$ cat config.mk
export PLATFORM = sky130hd
export DESIGN_NAME = seven_seg_scan
export DESIGN_NICKNAME = d
export VERILOG_FILES = /design/src/rtl/seven_seg_scan.sv
export SDC_FILE = /design/constraint.sdc
export NUM_CORES = 1
export LEC_CHECK = 0
export CAP_MARGIN = 20
export CORE_MARGIN = 10
export CORE_UTILIZATION = 35
export CTS_BUF_LIST = sky130_fd_sc_hd__clkbuf_2 sky130_fd_sc_hd__clkbuf_4 sky130_fd_sc_hd__clkbuf_8
export CTS_CLUSTER_DIAMETER = 120
export DETAILED_ROUTE_END_ITERATION = 12
export GPL_TIMING_DRIVEN = 0
export PLACE_DENSITY = 0.63
export SLEW_MARGIN = 20
export SYNTH_ARGS = -nofsm -noshare
export SYNTH_HDL_FRONTEND = slang
export SYNTH_SLANG_ARGS = --single-unit
$ cat constraint.sdc
create_clock -name clk -period 2.6 [get_ports clk]
set_input_delay 0.26 -clock clk [delete_from_list [all_inputs] [get_ports clk]]
set_output_delay 0.26 -clock clk [all_outputs]
set_load 0.02 [all_outputs]
$ cat src/rtl/seven_seg_scan.sv
// Four-digit common-anode seven-segment scanner: per-frame snapshot of the BCD
// digits, guard-then-show scan per digit, leading-zero blanking, registered pins.
module seven_seg_scan #(
  parameter int SCAN_DIV  = 50000,
  parameter int GUARD_CYC = 500
) (
  input  logic       clk,
  input  logic       rst_n,
  input  logic [3:0] dig1,
  input  logic [3:0] dig2,
  input  logic [3:0] dig3,
  input  logic [3:0] dig4,
  input  logic [3:0] dp_in,
  input  logic       blank_en,
  output logic [3:0] an,
  output logic [6:0] seg,
  output logic       dp
);

  localparam int MAXC = (SCAN_DIV > GUARD_CYC) ? SCAN_DIV : GUARD_CYC;
  localparam int CW   = (MAXC > 1) ? $clog2(MAXC) : 1;

  typedef enum logic {GUARD = 1'b0, SHOW = 1'b1} state_t;

  state_t           state_r, state_s;
  logic [1:0]       idx_r, idx_s;
  logic [CW-1:0]    cnt_r, cnt_s;
  logic [3:0][3:0]  snap_dig_r;
  logic [3:0]       snap_dp_r;
  logic             snap_blank_r;
  logic             snap_load_s;
  logic             blank2_s, blank3_s, blank4_s, blank_cur_s;
  logic [3:0]       digit_s;
  logic [3:0]       an_s;
  logic [6:0]       seg_s;
  logic             dp_s;

  // BCD to active-low {g,f,e,d,c,b,a}; non-BCD codes show a dash.
  function automatic logic [6:0] seg_decode(input logic [3:0] v);
    logic [6:0] s;
    case (v)
      4'd0:    s = 7'b1000000;
      4'd1:    s = 7'b1111001;
      4'd2:    s = 7'b0100100;
      4'd3:    s = 7'b0110000;
      4'd4:    s = 7'b0011001;
      4'd5:    s = 7'b0010010;
      4'd6:    s = 7'b0000010;
      4'd7:    s = 7'b1111000;
      4'd8:    s = 7'b0000000;
      4'd9:    s = 7'b0010000;
      default: s = 7'b0111111;
    endcase
    return s;
  endfunction

  // Scan state register.
  always_ff @(posedge clk or negedge rst_n) begin
    if (!rst_n) begin
      state_r <= GUARD;
      idx_r   <= 2'd0;
      cnt_r   <= {CW{1'b0}};
    end else begin
      state_r <= state_s;
      idx_r   <= idx_s;
      cnt_r   <= cnt_s;
    end
  end

  // Next-state: dark guard interval, then the lit dwell, then advance digit.
  always_comb begin
    state_s = state_r;
    idx_s   = idx_r;
    cnt_s   = cnt_r;
    case (state_r)
      GUARD: begin
        if (cnt_r == CW'(GUARD_CYC - 1)) begin
          state_s = SHOW;
          cnt_s   = {CW{1'b0}};
        end else begin
          cnt_s = cnt_r + CW'(1'b1);
        end
      end
      SHOW: begin
        if (cnt_r == CW'(SCAN_DIV - 1)) begin
          state_s = GUARD;
          cnt_s   = {CW{1'b0}};
          idx_s   = idx_r + 2'd1;
        end else begin
          cnt_s = cnt_r + CW'(1'b1);
        end
      end
      default: begin
        state_s = GUARD;
        idx_s   = 2'd0;
        cnt_s   = {CW{1'b0}};
      end
    endcase
  end

  assign snap_load_s = (state_r == GUARD) && (idx_r == 2'd0) && (cnt_r == {CW{1'b0}});

  // Frame snapshot, taken once at the start of each frame to avoid torn digits.
  always_ff @(posedge clk or negedge rst_n) begin
    if (!rst_n) begin
      snap_dig_r   <= 16'h0000;
      snap_dp_r    <= 4'b0000;
      snap_blank_r <= 1'b0;
    end else if (snap_load_s) begin
      snap_dig_r   <= {dig4, dig3, dig2, dig1};
      snap_dp_r    <= dp_in;
      snap_blank_r <= blank_en;
    end
  end

  assign blank4_s = snap_blank_r && (snap_dig_r[3] == 4'd0);
  assign blank3_s = blank4_s && (snap_dig_r[2] == 4'd0);
  assign blank2_s = blank3_s && (snap_dig_r[1] == 4'd0);
  assign digit_s  = snap_dig_r[idx_r];

  // Pin values for the current state; everything dark outside SHOW.
  always_comb begin
    an_s        = 4'b1111;
    seg_s       = 7'b1111111;
    dp_s        = 1'b1;
    blank_cur_s = 1'b0;
    case (idx_r)
      2'd1:    blank_cur_s = blank2_s;
      2'd2:    blank_cur_s = blank3_s;
      2'd3:    blank_cur_s = blank4_s;
      default: blank_cur_s = 1'b0;
    endcase
    if (state_r == SHOW) begin
      an_s  = ~(4'b0001 << idx_r);
      seg_s = blank_cur_s ? 7'b1111111 : seg_decode(digit_s);
      dp_s  = ~snap_dp_r[idx_r];
    end else begin
      an_s  = 4'b1111;
      seg_s = 7'b1111111;
      dp_s  = 1'b1;
    end
  end

  // Registered pins; reset darkens them without waiting for a clock.
  always_ff @(posedge clk or negedge rst_n) begin
    if (!rst_n) begin
      an  <= 4'b1111;
      seg <= 7'b1111111;
      dp  <= 1'b1;
    end else begin
      an  <= an_s;
      seg <= seg_s;
      dp  <= dp_s;
    end
  end

endmodule

==> results of run 1 <==
-- cell type report --
type / instances / area [µm²] / share of cell area [%]
sequential: 52 / 1316 / 42.16
clock buffer: 5 / 68.82 / 2.204
inverter: 12 / 45.04 / 1.443
clock inverter: 3 / 13.76 / 0.4409
buffer: 6 / 38.79 / 1.242
tap: 99 / 123.9 / 3.968
multi-input combinational: 138 / 1167 / 37.39
timing repair buffer: 35 / 347.8 / 11.14
-- synthesized netlist by cell type, types with 2 or more instances --
cell	n	area, µm²
dfrtp_1	40	1001
mux2_1	20	225.2
nand2_1	16	60.06
a21oi_1	14	70.07
dfstp_2	12	315.3
ha_1	12	150.1
inv_1	12	45.04
xnor2_1	11	96.34
nor2_1	7	26.28
nand3_1	5	25.02
nor4_1	5	31.28
nand4_1	4	25.02
o21ai_0	4	20.02
a32oi_1	3	26.28
mux4_2	3	67.56
nor3_1	3	15.01
xor2_1	3	26.28
a21o_1	2	15.01
buf_4	2	15.01
clkbuf_1	2	7.510
mux2_2	2	22.52
mux4_1	2	52.55
nor2b_1	2	12.51
nor4_4	2	42.54
-- metrics by stage --
step	setup TNS [ps]	cells
after CTS	0	350
after global placement	-10480	341
after detailed placement	0	341
after floorplan	0	208
final	0	350
after global routing	0	350
-- final timing paths --
| kind | to | depth (start not counted) | startpoint | slack [ps] |
|---|---|---|---|---|
| worst min-delay path | snap_dp_r[1]$_DFFE_PN0P_ | 1 | snap_dp_r[1]$_DFFE_PN0P_ | 490 |
| max in group asynchronous | cnt_r[0]$_DFF_PN0_ | 2 | rst_n | 1650 |
| worst min register to register | snap_dp_r[1]$_DFFE_PN0P_ | 1 | snap_dp_r[1]$_DFFE_PN0P_ | 490 |
| worst max register to register | snap_dig_r[6]$_DFFE_PN0P_ | 8 | idx_r[0]$_DFFE_PN0P_ | 470 |
| worst max-delay path | snap_dig_r[6]$_DFFE_PN0P_ | 8 | idx_r[0]$_DFFE_PN0P_ | 470 |
| min in group asynchronous | cnt_r[12]$_DFF_PN0_ | 2 | rst_n | 500 |
-- per-layer routing --
layer	global-route usage, %	up-vias	routed length [µm]
met2	13.25	34	2141
met4	4.062	0	68
met1	12.16	830	2411
met5	0	-	0
met3	2.436	6	234
li1	-	827	-
-- where the power goes --
part	internal [µW]	total [µW]	switching [µW]	leakage, µW
clock	183	440	257	0.0000453
sequential	826	837	11.3	0.000622
combinational	50.2	87.3	37.1	0.000641
-- flip-flops by register name, summed over array words and instances, names as in the netlist --
register / flops
snap_blank_r: 1
seg: 7
snap_dp_r: 4
dp: 1
idx_r: 2
cnt_r: 16
state_r: 1
an: 4
snap_dig_r: 16
-- timing repair --
| action | 4_1_cts | 5_1_grt |
|---|---|---|
| endpoints found under the hold margin | 23 | 0 |
| endpoints found under the setup margin | 0 | 0 |
| hold buffers | 1 | 0 |
-- cell families (layout without fill, tap and decap cells) --
kind of cell | Yosys count | in the layout
and+or+nand+nor | 54 | 54
DFF | 52 | 52
AOI/OAI and AO/OA | 31 | 31
muxes | 27 | 27
buffers and inverters | 18 | 61
xor gates and xnor gates | 14 | 14
adders and majority gates | 12 | 12
==> impl_metrics.tcl, run 1 <==
set metrics [dict create \
    outcome "complete, no violations" \
    antenna_found_initial 0 \
    power.total_uw 1364 \
    num_io_pins 35 \
    mostFrequentLayoutCells "40 x dfrtp_1, 33 x clkdlybuf4s50_1, 20 x mux2_1" \
    setup_ws_ps 469.4 \
    cp_top_family "simple AND/OR/NAND/NOR gates" \
    die_w_um 105.7 \
    yosysUniqueCellTypes 44 \
    cts_tree "done" \
    worst_clock_skew_ps 5.666 \
    min_period_over_period_pct 81.95 \
    slowest_stage "dfrtp_1" \
    area_growth_pct 21.59 \
    drt_wl_total_um 4856 \
    wl_per_cell_um 13.87 \
    synth_simple_gate_area_share_pct 12.52 \
    clockBufferDepth 2 \
    synth_area_per_cell_um2 12.34 \
    clkTransAtPathRegs_ps 90 \
    die-area_um2 11160 \
    grt_pass1_vias 1699 \
    finalHoldViolCount 0 \
    drive_gt1_share_pct 14.74 \
    synth_compound_area_share_pct 7.992 \
    synth-seq-cells 52 \
    yosys_warnings 0 \
    ir_worst_vdd_v 0.0001751 \
    path_class "flip-flop to flip-flop" \
    synth-edff-count 0 \
    cts_sinks 52 \
    hp-class "flip-flop to flip-flop" \
    start_util_pct 35.78 \
    slew_violations 0 \
    firstDrtPassIters 4 \
    antenna_cells 0 \
    rows 31 \
    core-area_um2 7176 \
    hold_ws_ps 485.7 \
    drtAntennaViolNets 0 \
    ys_dominant_reg_cell "dfrtp_1" \
    remaining_drc_errors 0 \
    die_height_um 105.7 \
    leakagePower_uw 0.001308 \
    htree_num_levels 2 \
    pre_cts_slack_ps 466.8 \
    place_area_um2 3029 \
    grt_pass1_wl_um 8335 \
    cts_setup_buffers 0 \
    cts_root_buffer "clkbuf_8" \
    routabilityCongestion 0.7750 \
    p_per_area_nw_per_um2 437.1 \
    startpoint_type "flip-flop" \
    postLayoutCellArea_um2 3122 \
    grt_max_degree 53 \
    fillers 686 \
    hpwlAfterDp_um 3668 \
    synth_top_family_by_area "multiplexers" \
    grt.overflow.total 0 \
    critPathBufInv 3 \
    vias 1697 \
    rsz0062_at_grt "false" \
    async_flop_share_pct 100.0 \
    worstPathCellList "buf_6 -> inv_1 -> ha_1 -> nor4bb_1 -> nand2_1 -> nor3_2 -> buf_4 -> mux2_1" \
    max-cap-violations 0 \
    critPathRequiredTime_ps 2790 \
    cts_resized 0 \
    syn_inst 208 \
    via_per_inst 4.849 \
    setup_viol 0 \
    slew_headroom_pct 57.37 \
    synth-xor-area-share_pct 4.776 \
    drt_iter0_drc 98 \
    cp-end-kind "flip-flop" \
    crit_fanout 10 \
    synthAdderAreaFrac_pct 5.848 \
    tightestPinTransition_ps 639.4 \
    fmax_mhz 469.4 \
    final_common_cell "dfrtp_1" \
    utilization_pct 43.50 \
    numCtsBuffers 5 \
    syn_area_um2 2567 \
    cp.arrival_ps 2320 \
    muxShareOfSynthArea_pct 14.33 \
    insertion_delay_ps 300 \
    io_buffers 34 \
    layout_min_cycle_time_ps 2131 \
    fin_nets 285 \
    syn_nets 243 \
    ys_seq_area_share_pct 51.27 \
    max_stage_delay_ps 420 \
    gr-usage-all-layers_pct 9.044 \
]
Note: power is estimated with default switching activity, not from simulation.
==> inputs of run 2 (changes only) <==
PLACE_DENSITY = 0.65   (was 0.63)
clock period = 1.8 ns   (was 2.6 ns; I/O delays follow)
==> run 2 against run 1 <==
Net effect:
- the flow now finishes with violations (setup timing)
- sequential cell count unchanged
- cell area is 13% higher
- via count rose by 6.6%
- first-iteration DRC count shrank 28%
- wire length grew 16%
- largest cell class is now multi-input gates
==> impl_metrics.tcl, run 2 (same netlist as run 1, synthesis figures left out) <==
set metrics [dict create \
    gr-usage-all-layers_pct 9.882 \
    mostFrequentLayoutCells "38 x dfrtp_1, 33 x clkdlybuf4s50_1, 20 x mux2_4" \
    grt_pass1_wl_um 9149 \
    cts_sinks 52 \
    dp.cells 341 \
    numCtsBuffers 5 \
    crit_fanout 5 \
    insertion_delay_ps 310 \
    final_common_cell "dfrtp_1" \
    layout_min_cycle_time_ps 1892 \
    reg_top3 "cnt_r: 16 flops, snap_dig_r: 16 flops, seg: 7 flops" \
    place_area_um2 3107 \
    drt_iter0_drc 71 \
    grt_pass1_vias 1867 \
    min_period_over_period_pct 105.1 \
    outcome "finished, violations left" \
    tightestPinTransition_ps 622.9 \
    utilization_pct 49.10 \
    wl_per_cell_um 15.11 \
    finalHoldViolCount 0 \
    die-area_um2 11160 \
    firstDrtPassIters 4 \
    critPathRequiredTime_ps 2000 \
    start_util_pct 35.78 \
    htree_num_levels 2 \
    path_class "flip-flop to flip-flop" \
    leakagePower_uw 0.001481 \
    drtAntennaViolNets 0 \
    antenna_cells 0 \
    remaining_drc_errors 0 \
    p_per_area_nw_per_um2 584.2 \
    antenna_found_initial 0 \
    num_io_pins 35 \
    hpwlAfterDp_um 3817 \
    cts_tree "done" \
    hold_ws_ps 419.5 \
    cp-end-kind "flip-flop" \
    grt.overflow.total 0 \
    die_height_um 105.7 \
    via_per_inst 4.863 \
    r2r_cells 6 \
    die_w_um 105.7 \
    max_stage_delay_ps 460 \
    worst_clock_skew_ps 3.559 \
    core-area_um2 7176 \
    worstPathCellList "nor4_2 -> nand2_1 -> nor3_4 -> buf_6 -> buf_6 -> mux2_4" \
    drive_gt1_share_pct 38.10 \
    grt_max_degree 53 \
    cpMostUsedCell "buf_6" \
    cp.arrival_ps 2090 \
    io_buffers 34 \
    setup_viol 27 \
    final_cells 372 \
    area_growth_pct 37.23 \
    ir_worst_vdd_v 0.0002682 \
    drt_wl_total_um 5620 \
    cts_root_buffer "clkbuf_8" \
    slew_violations 0 \
    slew_headroom_pct 58.47 \
    max-cap-violations 0 \
    vias 1809 \
    routabilityCongestion 0.7932 \
    clockBufferDepth 2 \
    hp-class "input port to async pin" \
    violations "setup timing" \
    slowest_stage "dfrtp_1" \
    setup_ws_ps -92.17 \
    rsz0062_at_grt "true" \
    postLayoutCellArea_um2 3523 \
    startpoint_type "flip-flop" \
    fin_nets 307 \
    fmax_mhz 528.5 \
    fillers 617 \
    clkTransAtPathRegs_ps 90 \
    rows 31 \
]
run 2: cell count changes in the layout (fill, tap and decap cells not counted), sizes merged:
cell / before / now
inv: 12 / 13
clkinv: 3 / 2
buf: 5 / 27
run 2: area by class of cell:
type | instances | area [µm²] | area share [%]
clock buffers | 5 | 68.82 | 1.953
inverters | 12 | 47.55 | 1.349
repair buffers | 57 | 540.5 | 15.34
well taps | 99 | 123.9 | 3.516
plain buffers | 6 | 56.30 | 1.598
flip-flops and latches | 52 | 1319 | 37.43
multi-input cells | 138 | 1345 | 38.17
clock inverters | 3 | 22.52 | 0.6392
run 2: repair_timing:
item	4_1_cts	5_1_grt
gates cloned	2	0
hold buffers	1	0
setup buffers	15	5
endpoints found under the setup margin	39	39
pin swaps	3	7
resized for setup	19	24
endpoints found under the hold margin	40	0
run 2: per-stage QoR:
| step | setup WS, ps | total power (µW) | TNS, ps |
|---|---|---|---|
| 3_5_place_dp | -295.4 | 1373 | -8620 |
| 5_1_grt | -194.7 | 2141 | -5376 |
| 4_1_cts | -62.40 | 2069 | -1140 |
| 2_1_floorplan | -56.02 | 1286 | -1031 |
| 6_report | -92.17 | 2058 | -1932 |
| 3_3_place_gp | -938.3 | 1370 | -49090 |
run 2: critical path, delay by kind of cell, from the launching register on:
family / cells / cell delay [ps]
buffers and inverters: 2 / 300
flip-flops: 1 / 460
multiplexers: 1 / 300
AND/OR/NAND/NOR: 3 / 720
run 2: power by group:
group	leakage [µW]	internal [µW]	switching (µW)
clock	0.0000485	279	404
combinational	0.000812	101	63.1
sequential	0.000620	1190	18.6
run 2: final timing paths:
check	endpoint	startpoint	slack, ps
setup reg to reg	snap_dig_r[10]$_DFFE_PN0P_	cnt_r[2]$_DFF_PN0_	-90
max in group asynchronous	idx_r[1]$_DFFE_PN0P_	rst_n	920
hold reg to reg	snap_dp_r[0]$_DFFE_PN0P_	snap_dp_r[0]$_DFFE_PN0P_	520
setup / recovery	snap_dig_r[10]$_DFFE_PN0P_	cnt_r[2]$_DFF_PN0_	-90
min in group clk	snap_dig_r[12]$_DFFE_PN0P_	dig4[0]	480
hold / removal	cnt_r[10]$_DFF_PN0_	rst_n	420
run 2: metal layers:
layer | track usage [%] | up-vias | wire (µm) | part of all wire (%)
met4 | 3.191 | 0 | 63 | 1.1
met5 | 0 | - | 0 | 0
met3 | 2.741 | 6 | 249 | 4.4
li1 | - | 869 | - | -
met2 | 15.77 | 44 | 2701 | 48
met1 | 12.64 | 890 | 2606 | 46
